[src/rtl/counter_pkg.sv]
// rtl/counter_pkg.sv - shared types and widths for the 3-bit counter checker
package counter_pkg;

    localparam int COUNT_W = 3;
    localparam int ERR_W   = 4;
    localparam int WRAP_W  = 8;
    localparam int RUN_W   = 4;

    localparam logic [ERR_W-1:0] ERR_MAX = 4'd15;

    typedef enum logic [1:0] {
        ST_IDLE   = 2'd0,
        ST_SYNC   = 2'd1,
        ST_LOCKED = 2'd2
    } chk_state_t;

endpackage

[src/rtl/count_step.sv]
// rtl/count_step.sv - next expected counter value from the previous value and direction
//   last     : previous counter value
//   dir      : 0 = count up, 1 = count down
//   expected : last +/- 1, wrapping modulo 2**COUNT_W
module count_step
    import counter_pkg::*;
(
    input  logic [COUNT_W-1:0] last,
    input  logic               dir,
    output logic [COUNT_W-1:0] expected
);

    assign expected = dir ? (last - 3'd1) : (last + 3'd1);

endmodule

[src/rtl/counter_checker_3bit.sv]
// rtl/counter_checker_3bit.sv - locks onto a 3-bit up/down counter stream and counts step errors
//   clk, rst      : clock, asynchronous active-high reset
//   sample        : count/dir valid this cycle
//   count, dir    : observed value and expected direction (0 up, 1 down)
//   clear         : synchronous clear of lock and statistics, wins over sample
//   locked        : checker is in LOCKED
//   error         : one-cycle pulse per mismatch counted in LOCKED
//   sticky_err    : any counted error since clear/reset
//   err_cnt       : counted errors, saturating
//   wrap_cnt      : matched wrap-arounds in LOCKED, modulo 256
//   last          : most recent sampled count
module counter_checker_3bit
    import counter_pkg::*;
#(
    parameter int LOCK_LEN    = 2,
    parameter int RELOCK_ERRS = 3
) (
    input  logic               clk,
    input  logic               rst,
    input  logic               sample,
    input  logic [COUNT_W-1:0] count,
    input  logic               dir,
    input  logic               clear,
    output logic               locked,
    output logic               error,
    output logic               sticky_err,
    output logic [ERR_W-1:0]   err_cnt,
    output logic [WRAP_W-1:0]  wrap_cnt,
    output logic [COUNT_W-1:0] last
);

    localparam logic [RUN_W-1:0] LOCK_LEN_V    = LOCK_LEN[RUN_W-1:0];
    localparam logic [RUN_W-1:0] RELOCK_ERRS_V = RELOCK_ERRS[RUN_W-1:0];

    chk_state_t         state;
    logic [RUN_W-1:0]   run;
    logic [RUN_W-1:0]   miss;
    logic [COUNT_W-1:0] expected;
    logic               match;
    logic               wrap_hit;

    count_step u_step (
        .last     (last),
        .dir      (dir),
        .expected (expected)
    );

    assign match = (count == expected);

    // A matched step across the 7/0 boundary in the direction being checked
    assign wrap_hit = (!dir && last == 3'd7) || (dir && last == 3'd0);

    always_ff @(posedge clk or posedge rst) begin
        if (rst) begin
            state      <= ST_IDLE;
            run        <= '0;
            miss       <= '0;
            locked     <= 1'b0;
            error      <= 1'b0;
            sticky_err <= 1'b0;
            err_cnt    <= '0;
            wrap_cnt   <= '0;
            last       <= '0;
        end else if (clear) begin
            state      <= ST_IDLE;
            run        <= '0;
            miss       <= '0;
            locked     <= 1'b0;
            error      <= 1'b0;
            sticky_err <= 1'b0;
            err_cnt    <= '0;
            wrap_cnt   <= '0;
            last       <= '0;
        end else begin
            error <= 1'b0;
            if (sample) begin
                last <= count;
                case (state)
                    ST_IDLE: begin
                        state <= ST_SYNC;
                        run   <= '0;
                    end
                    ST_SYNC: begin
                        if (match) begin
                            if (run + 4'd1 == LOCK_LEN_V) begin
                                state  <= ST_LOCKED;
                                locked <= 1'b1;
                                miss   <= '0;
                            end else begin
                                run <= run + 4'd1;
                            end
                        end else begin
                            run <= '0;
                        end
                    end
                    ST_LOCKED: begin
                        if (match) begin
                            miss <= '0;
                            if (wrap_hit)
                                wrap_cnt <= wrap_cnt + 8'd1;
                        end else begin
                            error      <= 1'b1;
                            sticky_err <= 1'b1;
                            if (err_cnt != ERR_MAX)
                                err_cnt <= err_cnt + 4'd1;
                            if (miss + 4'd1 == RELOCK_ERRS_V) begin
                                state  <= ST_SYNC;
                                locked <= 1'b0;
                                run    <= '0;
                                miss   <= '0;
                            end else begin
                                miss <= miss + 4'd1;
                            end
                        end
                    end
                    default: begin
                        state  <= ST_IDLE;
                        locked <= 1'b0;
                    end
                endcase
            end
        end
    end

endmodule

[config.mk]
export PLATFORM = sky130hd
export DESIGN_NAME = counter_checker_3bit
export DESIGN_NICKNAME = d
export VERILOG_FILES = /design/src/rtl/counter_pkg.sv /design/src/rtl/count_step.sv /design/src/rtl/counter_checker_3bit.sv
export SDC_FILE = /design/constraint.sdc
export NUM_CORES = 1
export LEC_CHECK = 0
export CORE_ASPECT_RATIO = 1.25
export CORE_MARGIN = 3
export CORE_UTILIZATION = 45
export DETAILED_ROUTE_END_ITERATION = 7
export GPL_TIMING_DRIVEN = 0
export PLACE_DENSITY_LB_ADDON = 0.25
export SLEW_MARGIN = 20
export SYNTH_ARGS = -nofsm -noshare
export SYNTH_HDL_FRONTEND = slang
export SYNTH_SLANG_ARGS = --single-unit
[constraint.sdc]
create_clock -name clk -period 3.3 [get_ports clk]
set_clock_uncertainty 0.05 [all_clocks]
set_input_delay 0.66 -clock clk [delete_from_list [all_inputs] [get_ports clk]]
set_output_delay 0.66 -clock clk [all_outputs]
set_load 0.01 [all_outputs]
==> impl_metrics.csv <==
group,metric,value,unit
cells_and_area,layout-drive-gt1-share,12.20,%
logic_synthesis,synth.avg_cell_area,10.08,sq um
hold_path,min_from,"sticky_err",
logic_synthesis,seq_area_frac_synth,39.94,%
clock_network,clockBufferDepth,2,
pwr,p_per_area,438.8,nW/um^2
cells_and_area,fin_cells,244,
logic_synthesis,synth_area,1754,sq um
setup_path,worst-setup-path-type,"in -> reg",
outcome,status,"complete, no violations",
logic_synthesis,synthArstFlopShare,100.0,%
pwr,p_leak,0.9199,nW
setup_path,cp-end-kind,"flip-flop",
logic_synthesis,synth_top_area_cell,"dfrtp_1",
route,vias,1401,
flow_run,drv_cap,0,
logic_synthesis,yosys-top-cells-area,"dfrtp_1 40%, nor2_1 4.5%, xor2_1 4.5%, ha_1 4.3%, nand3_1 3.1%",
logic_synthesis,yosys_warnings,0,
cells_and_area,antenna_cells,0,
clock_network,clk_latency,280,ps
setup_path,critical-path-max-stage-delay,540,ps
logic_synthesis,ys_types,51,
logic_synthesis,netlist_instances,174,
placed_design,dp_hpwl,2830,microns
route,post_drt_via_cell_ratio,5.742,
clock_network,ctsHoldBuffers,0,
setup_path,crit_path_top_delay_cell,"clkdlybuf4s50_1",
cells_and_area,n_fill_cell,318,
global_routing,grt_pass1_vias,1344,
global_routing,antenna_found_initial,0,
timing,slew_headroom,55.62,%
global_routing,grt-ovfl-total,0,
timing,worstMarginPinSlew,664.3,ps
timing,period_share,95.46,%
clock_network,clkSlewWorstSetupHoldPaths,100,ps
clock_network,cts_tree,"done",
logic_synthesis,synth_edf_count,0,
setup_path,critPathRequiredTime,3420,ps
cells_and_area,syn_to_final_growth,21.83,%
timing,fmax,317.5,MHz
timing,final_max_slew_viol_count,0,
hold_path,hold_depth,2,
placed_design,place_congestion,0.8835,
logic_synthesis,synth_seq_cells,28,
placed_design,port_buffers,24,
timing,rsz0062_at_grt,"false",
setup_path,rr_worst_depth,8,
floorplanning,ios,26,
floorplanning,die-area,4688,sq um
setup_path,reg2reg_from,"last[0]",
route,firstDrtPassIters,4,
floorplanning,die_width,61.85,microns
logic_synthesis,netlist_top_cells_count,"28 x dfrtp_1, 21 x nor2_1, 11 x inv_1, 11 x nand2_1, 11 x nand3_1",
floorplanning,core,3603,sq um
floorplanning,die_h,75.81,microns
floorplanning,start_util,48.68,%
clock_network,htree_levels,1,
placed_design,dp.cells,237,
cells_and_area,nets,221,
timing,hold_viol_final,0,
route,drcViolationCount,0,
logic_synthesis,synth_nets,189,
global_routing,grt_pass1_wl,6065,microns
global_routing,grt_max_degree,29,
setup_path,cp_data_arrival_time,3270,ps
route,ant_nets,0,
floorplanning,row_count,24,
clock_network,cts.sink_count,28,
setup_path,cp_max_fo,7,
setup_path,reg2reg_to,"state[0]",
pwr,vdd_ir_drop_max,0.0002419,V
setup_path,cp-start-kind,"primary input",
clock_network,cts_root_buf,"clkbuf_8",
logic_synthesis,yosysMostFrequentCell,"dfrtp_1",
logic_synthesis,synth_top_area_share,39.94,%
global_routing,grt_usage,17.49,%
timing,finalSetupViolations,0,
setup_path,r2r_slack,640,ps
route,drtIter0Drc,56,
logic_synthesis,synth_ff_type,"dfrtp_1",
hold_path,hp-class,"reg -> reg",
clock_network,cts_buffers,3,
timing,whs,465.8,ps
setup_path,path_cells,"clkdlybuf4s50_1 -> inv_1 -> fa_1 -> xnor2_2 -> xnor2_4 -> nor2_4 -> o21ai_2 -> nor3b_2 -> mux2_1",
cells_and_area,final_util,59.31,%
hold_path,hold_path_end,"sticky_err",
timing,min_period,3150,ps
route,drt-wirelength-per-cell,15.27,microns
route,wirelength,3726,microns
## critical path, delay by kind of cell
family / cells / cell delay (ps)
buffers and inverters: 2 / 630
XOR/XNOR: 2 / 510
adder cells (fa/ha/maj): 1 / 480
AND/OR/NAND/NOR: 2 / 360
multiplexers: 1 / 340
AO/OA/AOI/OAI: 1 / 280
## worst max-delay path by stage
stage / startpoint / endpoint / slack, ps / depth (start not counted)
after CTS: dir / state[0] / 110 / 9
after floorplan: dir / state[0] / 630 / 8
final: dir / state[0] / 150 / 9
after global routing: dir / state[0] / 6 / 9
after global placement: dir / state[1] / -140 / 9
after detailed placement: dir / state[0] / -190 / 9
## where the power goes
group | switching [W] | internal, W
clock | 0.000111 | 0.000163
combinational | 0.000144 | 0.000121
sequential | 0.0000280 | 0.000371
## cells by family (layout without fill, tap and decap cells)
| kind of cell | count (synthesis) | after routing | share of synthesized area [%] |
|---|---|---|---|
| AO/OA/AOI/OAI | 33 | 33 | 14.84 |
| XOR/XNOR | 12 | 12 | 7.918 |
| adder cells (fa/ha/maj) | 7 | 7 | 5.421 |
| buffers and inverters | 16 | 47 | 3.923 |
| flip-flops | 28 | 28 | 39.94 |
| multiplexers | 9 | 9 | 5.492 |
| AND/OR/NAND/NOR | 69 | 69 | 22.47 |
## area by class of cell
type | instances | area [sq um] | share of cell area, %
Buffer | 5 | 27.53 | 1.288
Clock buffer | 3 | 41.29 | 1.932
Clock inverter | 1 | 30.03 | 1.405
Inverter | 11 | 41.29 | 1.932
Multi-Input combinational cell | 130 | 984.7 | 46.08
Sequential cell | 28 | 700.7 | 32.79
Tap cell | 39 | 48.80 | 2.283
Timing Repair Buffer | 27 | 262.8 | 12.30
## timing repair
| item | 4_1_cts | 5_1_grt |
|---|---|---|
| setup buffers | 0 | 3 |
| endpoints found under the setup margin | 0 | 3 |
| hold endpoints to repair | 0 | 0 |
| resized for setup | 0 | 0 |
## sequential cells by signal (all words and copies together), names as in the netlist
name / flops
locked: 1
last: 3
sticky_err: 1
wrap_cnt: 8
run: 4
miss: 4
state: 2
error: 1
err_cnt: 4
## through the flow
step | TNS, ps | area [sq um] | setup slack, ps | power, W
5_1_grt | 0 | 2137 | 6.044 | 0.0009853
3_3_place_gp | -397.0 | 2043 | -142.5 | 0.0006560
2_1_floorplan | 0 | 1754 | 627.4 | 0.0005861
4_1_cts | 0 | 2115 | 108.3 | 0.0009374
3_5_place_dp | -675.5 | 2043 | -194.8 | 0.0006646
6_report | 0 | 2137 | 149.9 | 0.0009376
## placed cells by master, fill, tap and decap left out, types with 3 or more instances in the layout
cell type and n:
a21oi_1 5, a31oi_1 6, buf_4 3, clkbuf_1 3
clkbuf_8 3, clkdlybuf4s50_1 24, dfrtp_1 28, ha_1 6
inv_1 10, mux2_1 3, mux2i_1 4, nand2_1 11
nand3_1 11, nand3b_1 3, nand4_1 4, nor2_1 21
nor3b_1 4, o21ai_0 3, o21ai_1 3, xor2_1 9
## layer usage
| metal | global-route usage [%] | share of wire (%) | up-vias |
|---|---|---|---|
| met5 | 0 | 0 | - |
| met4 | 6.132 | 1.3 | 0 |
| met3 | 2.203 | 4.0 | 5 |
| met2 | 32.13 | 54 | 41 |
| met1 | 20.38 | 40 | 670 |
| li1 | - | - | 685 |
Power figures use the tool's default switching activity.
